$ cat src/rtl/ndn_packet_rx_if.sv
// Bus bundle for ndn_packet_rx: SPI byte stream in, FIB packet valid/ready out,
// plus the status/error pulses.
interface ndn_packet_rx_if #(
    parameter int unsigned PREFIX_BYTES = 8,
    parameter int unsigned DATA_BYTES   = 32
);
    logic                      RX_valid;
    logic [7:0]                data_SPI_to_FIB;
    logic                      pkt_valid;
    logic                      pkt_ready;
    logic                      pkt_is_data;
    logic [7:0]                pkt_metadata;
    logic [8*PREFIX_BYTES-1:0] pkt_prefix;
    logic [8*DATA_BYTES-1:0]   pkt_data;
    logic                      rx_busy;
    logic                      err_timeout;
    logic                      err_overflow;
    logic                      err_checksum;

    // Environment side: SPI byte source and FIB consumer.
    modport master (
        output RX_valid, data_SPI_to_FIB, pkt_ready,
        input  pkt_valid, pkt_is_data, pkt_metadata, pkt_prefix, pkt_data,
               rx_busy, err_timeout, err_overflow, err_checksum
    );

    // Receiver side.
    modport slave (
        input  RX_valid, data_SPI_to_FIB, pkt_ready,
        output pkt_valid, pkt_is_data, pkt_metadata, pkt_prefix, pkt_data,
               rx_busy, err_timeout, err_overflow, err_checksum
    );
endinterface

$ cat src/rtl/ndn_packet_rx.sv
// SPI-to-FIB NDN packet receiver. Assembles metadata/prefix/payload bytes into a
// packet held in a one-deep output buffer, so the next packet can be received while
// the FIB still holds the previous one.
// Optional trailing XOR checksum byte: define NDN_RX_CHECKSUM_EN.
module ndn_packet_rx #(
    parameter int unsigned PREFIX_BYTES   = 8,
    parameter int unsigned DATA_BYTES     = 32,
    parameter int unsigned TIMEOUT_CYCLES = 64
) (
    input logic            clk,
    input logic            rst,
    ndn_packet_rx_if.slave bus
);
    localparam int unsigned PW   = 8 * PREFIX_BYTES;
    localparam int unsigned DW   = 8 * DATA_BYTES;
    localparam int unsigned MAXB = (PREFIX_BYTES > DATA_BYTES) ? PREFIX_BYTES : DATA_BYTES;
    localparam int unsigned CW   = $clog2(MAXB + 1);
    localparam int unsigned GW   = $clog2(TIMEOUT_CYCLES + 1);

    typedef enum logic [1:0] {
        StIdle,
        StPrefix,
`ifdef NDN_RX_CHECKSUM_EN
        StData,
        StCsum
`else
        StData
`endif
    } state_e;

    state_e          state;
    logic [CW-1:0]   cnt;
    logic [GW-1:0]   gap;
    logic [7:0]      meta;
    logic [PW-1:0]   prefix_sr;
    logic [DW-1:0]   data_sr;
    logic [PW-1:0]   prefix_nx;
    logic [DW-1:0]   data_nx;

    logic            pkt_valid_q;
    logic            pkt_is_data_q;
    logic [7:0]      pkt_metadata_q;
    logic [PW-1:0]   pkt_prefix_q;
    logic [DW-1:0]   pkt_data_q;
    logic            err_timeout_q;
    logic            err_overflow_q;

    logic            accept;
    logic [7:0]      byte_in;
    logic            last_prefix;
    logic            last_data;
    logic            complete;
    logic            timeout;
    logic            buf_free;

    assign accept      = bus.RX_valid;
    assign byte_in     = bus.data_SPI_to_FIB;
    assign last_prefix = (cnt == CW'(PREFIX_BYTES - 1));
    assign last_data   = (cnt == CW'(DATA_BYTES - 1));
    assign timeout     = (state != StIdle) && !accept && (gap == GW'(TIMEOUT_CYCLES - 1));
    // A transfer this cycle frees the buffer for a packet completing on the same edge.
    assign buf_free    = !pkt_valid_q || bus.pkt_ready;

`ifdef NDN_RX_CHECKSUM_EN
    logic [7:0] csum;
    logic       err_checksum_q;
    logic       csum_bad;

    assign complete         = accept && (state == StCsum) && (byte_in == csum);
    assign csum_bad         = accept && (state == StCsum) && (byte_in != csum);
    assign bus.err_checksum = err_checksum_q;

    // Running XOR of every byte of the current packet, metadata included.
    always_ff @(posedge clk or posedge rst) begin
        if (rst) begin
            csum           <= '0;
            err_checksum_q <= 1'b0;
        end else begin
            err_checksum_q <= csum_bad;
            if (accept) csum <= (state == StIdle) ? byte_in : (csum ^ byte_in);
        end
    end
`else
    assign complete = accept && (((state == StPrefix) && last_prefix && !meta[7]) ||
                                 ((state == StData) && last_data));
    assign bus.err_checksum = 1'b0;
`endif

    // Shift-register contents including this cycle's byte, so a packet completing on
    // its last byte captures that byte.
    always_comb begin
        prefix_nx = prefix_sr;
        data_nx   = data_sr;
        if (accept && state == StPrefix) prefix_nx = (prefix_sr << 8) | PW'(byte_in);
        if (accept && state == StData)   data_nx   = (data_sr << 8) | DW'(byte_in);
    end

    // Receive FSM, gap timer and output buffer.
    always_ff @(posedge clk or posedge rst) begin
        if (rst) begin
            state          <= StIdle;
            cnt            <= '0;
            gap            <= '0;
            meta           <= '0;
            prefix_sr      <= '0;
            data_sr        <= '0;
            pkt_valid_q    <= 1'b0;
            pkt_is_data_q  <= 1'b0;
            pkt_metadata_q <= '0;
            pkt_prefix_q   <= '0;
            pkt_data_q     <= '0;
            err_timeout_q  <= 1'b0;
            err_overflow_q <= 1'b0;
        end else begin
            err_timeout_q  <= timeout;
            err_overflow_q <= complete && !buf_free;

            if (state == StIdle || accept || timeout) gap <= '0;
            else                                      gap <= gap + 1'b1;

            case (state)
                StIdle: if (accept) begin
                    meta      <= byte_in;
                    cnt       <= '0;
                    prefix_sr <= '0;
                    data_sr   <= '0;
                    state     <= StPrefix;
                end
                StPrefix: if (accept) begin
                    prefix_sr <= prefix_nx;
                    if (last_prefix) begin
                        cnt <= '0;
`ifdef NDN_RX_CHECKSUM_EN
                        state <= meta[7] ? StData : StCsum;
`else
                        state <= meta[7] ? StData : StIdle;
`endif
                    end else begin
                        cnt <= cnt + 1'b1;
                    end
                end
                StData: if (accept) begin
                    data_sr <= data_nx;
                    if (last_data) begin
                        cnt <= '0;
`ifdef NDN_RX_CHECKSUM_EN
                        state <= StCsum;
`else
                        state <= StIdle;
`endif
                    end else begin
                        cnt <= cnt + 1'b1;
                    end
                end
`ifdef NDN_RX_CHECKSUM_EN
                StCsum: if (accept) state <= StIdle;
`endif
                default: state <= StIdle;
            endcase

            // Gap timeout discards the partial packet; the output buffer is untouched.
            if (timeout) begin
                state <= StIdle;
                cnt   <= '0;
            end

            if (complete && buf_free) begin
                pkt_valid_q    <= 1'b1;
                pkt_is_data_q  <= meta[7];
                pkt_metadata_q <= meta;
                pkt_prefix_q   <= prefix_nx;
                pkt_data_q     <= data_nx;
            end else if (pkt_valid_q && bus.pkt_ready) begin
                pkt_valid_q <= 1'b0;
            end
        end
    end

    assign bus.pkt_valid    = pkt_valid_q;
    assign bus.pkt_is_data  = pkt_is_data_q;
    assign bus.pkt_metadata = pkt_metadata_q;
    assign bus.pkt_prefix   = pkt_prefix_q;
    assign bus.pkt_data     = pkt_data_q;
    assign bus.rx_busy      = (state != StIdle);
    assign bus.err_timeout  = err_timeout_q;
    assign bus.err_overflow = err_overflow_q;
endmodule

$ cat src/flat_wrapper.sv
// flat-port wrapper written by rule: the top's interface ports become plain ports
module ndn_packet_rx_flat 
#(
    parameter int unsigned PREFIX_BYTES   = 8,
    parameter int unsigned DATA_BYTES     = 32,
    parameter int unsigned TIMEOUT_CYCLES = 64
)
  (clk, rst, bus_RX_valid, bus_data_SPI_to_FIB, bus_pkt_ready, bus_pkt_valid, bus_pkt_is_data, bus_pkt_metadata, bus_pkt_prefix, bus_pkt_data, bus_rx_busy, bus_err_timeout, bus_err_overflow, bus_err_checksum);
  ndn_packet_rx_if #(.PREFIX_BYTES(PREFIX_BYTES), .DATA_BYTES(DATA_BYTES)) bus_i ();
  input logic clk;
  input logic rst;
  input wire logic [$bits(bus_i.RX_valid)-1:0] bus_RX_valid;
  input wire logic [$bits(bus_i.data_SPI_to_FIB)-1:0] bus_data_SPI_to_FIB;
  input wire logic [$bits(bus_i.pkt_ready)-1:0] bus_pkt_ready;
  output wire logic [$bits(bus_i.pkt_valid)-1:0] bus_pkt_valid;
  output wire logic [$bits(bus_i.pkt_is_data)-1:0] bus_pkt_is_data;
  output wire logic [$bits(bus_i.pkt_metadata)-1:0] bus_pkt_metadata;
  output wire logic [$bits(bus_i.pkt_prefix)-1:0] bus_pkt_prefix;
  output wire logic [$bits(bus_i.pkt_data)-1:0] bus_pkt_data;
  output wire logic [$bits(bus_i.rx_busy)-1:0] bus_rx_busy;
  output wire logic [$bits(bus_i.err_timeout)-1:0] bus_err_timeout;
  output wire logic [$bits(bus_i.err_overflow)-1:0] bus_err_overflow;
  output wire logic [$bits(bus_i.err_checksum)-1:0] bus_err_checksum;
  assign bus_i.RX_valid = bus_RX_valid;
  assign bus_i.data_SPI_to_FIB = bus_data_SPI_to_FIB;
  assign bus_i.pkt_ready = bus_pkt_ready;
  assign bus_pkt_valid = bus_i.pkt_valid;
  assign bus_pkt_is_data = bus_i.pkt_is_data;
  assign bus_pkt_metadata = bus_i.pkt_metadata;
  assign bus_pkt_prefix = bus_i.pkt_prefix;
  assign bus_pkt_data = bus_i.pkt_data;
  assign bus_rx_busy = bus_i.rx_busy;
  assign bus_err_timeout = bus_i.err_timeout;
  assign bus_err_overflow = bus_i.err_overflow;
  assign bus_err_checksum = bus_i.err_checksum;
  ndn_packet_rx #(.PREFIX_BYTES(PREFIX_BYTES), .DATA_BYTES(DATA_BYTES), .TIMEOUT_CYCLES(TIMEOUT_CYCLES)) u_core (.clk(clk), .rst(rst), .bus(bus_i));
endmodule
$ cat config.mk
export PLATFORM = sky130hd
export DESIGN_NAME = ndn_packet_rx_flat
export DESIGN_NICKNAME = d
export VERILOG_FILES = /design/src/rtl/ndn_packet_rx_if.sv /design/src/rtl/ndn_packet_rx.sv /design/src/flat_wrapper.sv
export SDC_FILE = /design/constraint.sdc
export NUM_CORES = 1
export LEC_CHECK = 0
export ABC_CLOCK_PERIOD_IN_PS = 59400
export BUFFER_PORTS_ARGS = -buffer_cell sky130_fd_sc_hd__buf_2
export CAP_MARGIN = 20
export CORE_UTILIZATION = 50
export DETAILED_ROUTE_END_ITERATION = 10
export HOLD_SLACK_MARGIN = 0.15
export PLACE_DENSITY = 0.71
export SYNTH_ARGS = -nofsm -noshare
export SYNTH_HDL_FRONTEND = slang
export SYNTH_SLANG_ARGS = --single-unit
$ cat constraint.sdc
create_clock -name clk -period 59.4 [get_ports clk]
set_input_delay 2.97 -clock clk [delete_from_list [all_inputs] [get_ports clk]]
set_output_delay 2.97 -clock clk [all_outputs]
set_load 0.005 [all_outputs]
==> flow_summary.json <==
{
  "drt_wl_total_um": 67000,
  "cts_root_buffer": "clkbuf_16",
  "grt_pass1_vias": 20200,
  "ff_latch_area_um2": 16900,
  "crit_path_max_fanout": 252,
  "area_growth_syn_to_layout_pct": 15.8,
  "r2r-start": "u_core.state[1]$_DFFE_PP0P_",
  "whs_ps": 476,
  "leakagePower_nw": 16.6,
  "port_buffers": 344,
  "clock_latency_ps": 600,
  "intPower_mw": 0.763,
  "ys_seq_area_frac": 0.633,
  "cts_tree": "built",
  "peakVddDrop_uv": 25.8,
  "post-place-cells": 3761,
  "clkPwrFrac": 0.430,
  "synth_cell_types": 39,
  "cts-resized-gates": 0,
  "dpl_worst_slack_ps": 52680,
  "hold_path.class": "flip-flop to flip-flop",
  "diodes": 0,
  "synth_top_area_share": 0.633,
  "die_x_um": 233,
  "critPathMaxStageDelay_ps": 850,
  "switching_share": 0.264,
  "power_switching_mw": 0.274,
  "grt_max_degree": 253,
  "status": "complete, no violations",
  "cp.depth": 8,
  "final_antenna_net_count": 0,
  "maxSlewViolCount": 0,
  "cts_sinks": 674,
  "syn_area_um2": 26700,
  "avgSynthCellArea_um2": 9.23,
  "synth.area.top_cells": "dfrtp_1, nand2_1, a31oi_1",
  "placed_area_um2": 28500,
  "drc_errors": 0,
  "hold_path_depth": 2,
  "crit_slowest_cell": "buf_4",
  "cts_buffers": 71,
  "setup_slack_ps": 53300,
  "cts_buffer_depth": 3,
  "die-area_um2": 54200,
  "crit_top_cell": "buf_4",
  "ys.flop_type": "dfrtp_1",
  "drt-initial-drc-count": 1858,
  "critPathRequiredTime_ps": 59900,
  "hp-start": "u_core.prefix_sr[58]$_DFFE_PP0P_",
  "drive_above_1_share": 0.157,
  "skew_ps": 15.6,
  "ios": 346,
  "final_nets": 3165,
  "endpoint_kind": "flip-flop",
  "yosysTopAreaCell": "dfrtp_1",
  "reg2reg_to": "u_core.bus.pkt_data[7]$_DFFE_PP0P_",
  "synth_edf_count": 0,
  "start_kind": "input port",
  "rows": 84,
  "fin_crit_ps": 6100,
  "power_density_nw_per_um2": 33.6,
  "r2r_setup_slack_ps": 54810,
  "slew_headroom": 0.243,
  "ctsHoldBuffers": 0,
  "setup-tns-final_ps": 0,
  "ys_ff_latch": 674,
  "place.gp.congestion": 0.822,
  "synth_warnings": 0,
  "antenna_found_initial": 1,
  "track_usage": 0.245,
  "timing.fmax_mhz": 164,
  "grt_pass1_wl_um": 107000,
  "htree_num_levels": 3,
  "die_y_um": 233,
  "setup_viol": 0,
  "stdcell_count": 3889,
  "vias_per_cell": 5.43,
  "final_common_cell": "nand2_1",
  "fillCellCount": 4517,
  "crit_family": "buffers and inverters",
  "wire_per_inst_um": 17.2,
  "mostFrequentLayoutCells": "nand2_1, dfrtp_1, buf_2, nor2_1, a31oi_1",
  "critical_path.cell_chain": "buf_2, nand4b_1, a221oi_4, buf_4, buf_12, buf_4, nor2_1, a31oi_1",
  "hold_path_end": "u_core.prefix_sr[58]$_DFFE_PP0P_",
  "multiInputGateArea_um2": 8820,
  "rsz0062_at_grt": "false",
  "synth_nets": 2907,
  "overflow": 0,
  "vias": 21100,
  "ys_async_sr_fraction": 1.00,
  "synth_cells": 2889,
  "combPwrFrac": 0.097,
  "worst_pin_slew_ps": 1140,
  "drt_first_pass_iters": 6,
  "design_area_um2": 30900,
  "cts_setup_buffers": 0,
  "initial_utilization": 0.506,
  "worstSetupPathType": "input port to flip-flop",
  "finalCritPeriodShare": 0.103,
  "r2r_cells": 9,
  "place_hpwl_um": 41900,
  "clk_pin_slew_worst_paths_ps": 60,
  "design.core.area_um2": 52700,
  "cp.arrival_ps": 6600,
  "power.share.sequential": 0.473,
  "post-route-util": 0.586,
  "drv_cap": 0,
  "hold_viol": 0,
  "path_buf_inv": 4,
  "power_mw": 1.04
}
[metal layers]
metal / vias up / track usage / routed length (um)
met1: 10500 / 0.328 / 28300
met3: 101 / 0.0618 / 4680
met2: 585 / 0.388 / 32300
met4: 2 / 0.0878 / 1690
met5: - / 0 / 14
li1: 9893 / - / -
[synthesized netlist by cell type (2+ instances only)]
cell / number
or2_2: 3
mux2_2: 16
nand2_1: 1295
ha_1: 6
nor4b_1: 2
dfrtp_1: 674
buf_1: 12
inv_1: 7
clkbuf_1: 95
a31oi_1: 321
mux2i_1: 2
a21oi_1: 3
and2_1: 3
nand4b_1: 2
o21ai_1: 2
xor2_1: 2
nand3_1: 6
buf_6: 31
or3_1: 3
nor2_1: 331
nor3_1: 2
o21ai_0: 3
xnor2_1: 2
o221ai_1: 2
buf_4: 5
and3_1: 3
o31ai_1: 4
buf_2: 38
a21o_1: 2
a22o_1: 3
[power groups by stage]
| stage | clock [mW] | combinational [mW] | sequential (mW) |
|---|---|---|---|
| final | 0.446 | 0.101 | 0.490 |
| after global routing | 0.472 | 0.112 | 0.493 |
| after CTS | 0.454 | 0.102 | 0.490 |
| after detailed placement | 0 | 0.102 | 0.498 |
| after global placement | 0 | 0.0995 | 0.497 |
| after floorplan | 0 | 0.0746 | 0.495 |
[worst max path at each step]
stage	endpoint	startpoint
after floorplan	u_core.bus.err_overflow$_DFF_PP0_	rst
after global placement	u_core.bus.pkt_data[14]$_DFFE_PP0P_	bus_RX_valid
after detailed placement	u_core.bus.pkt_prefix[23]$_DFFE_PP0P_	bus_RX_valid
after CTS	u_core.bus.pkt_prefix[23]$_DFFE_PP0P_	bus_RX_valid
after global routing	u_core.bus.pkt_data[7]$_DFFE_PP0P_	bus_RX_valid
final	u_core.bus.pkt_data[7]$_DFFE_PP0P_	bus_RX_valid
[cell type report]
type | count | share of cell area
Inverter | 7 | 0.00109
Clock buffer | 111 | 0.0707
Sequential cell | 674 | 0.546
Clock inverter | 16 | 0.00559
Tap cell | 688 | 0.0279
Timing Repair Buffer | 367 | 0.0628
Multi-Input combinational cell | 2026 | 0.286
[kinds of logic after synthesis]
kind of cell | count (synthesis) | synth area share
other | 1 | 0.000141
xor gates and xnor gates | 4 | 0.00131
DFF | 674 | 0.633
adders and majority gates | 6 | 0.00282
AOI/OAI and AO/OA | 343 | 0.0813
muxes | 18 | 0.00751
and+or+nand+nor | 1654 | 0.236
buffers and inverters | 189 | 0.0383
[sequential cells by signal, indices dropped and copies added, names as in the netlist]
register                 cells
u_core.data_sr             256
u_core.prefix_sr            64
u_core.cnt                   6
u_core.bus.pkt_metadata      8
u_core.meta                  8
u_core.bus.pkt_prefix       64
u_core.bus.pkt_data        256
u_core.bus.err_timeout       1
u_core.gap                   7
u_core.bus.pkt_valid         1
u_core.bus.err_overflow      1
u_core.state                 2
[worst min-delay path: stages (launching register included)]
cell and delay [ps]:
dfrtp_1 340, nand2_1 50, nand2_1 60
(Power assumes the default switching activity.)
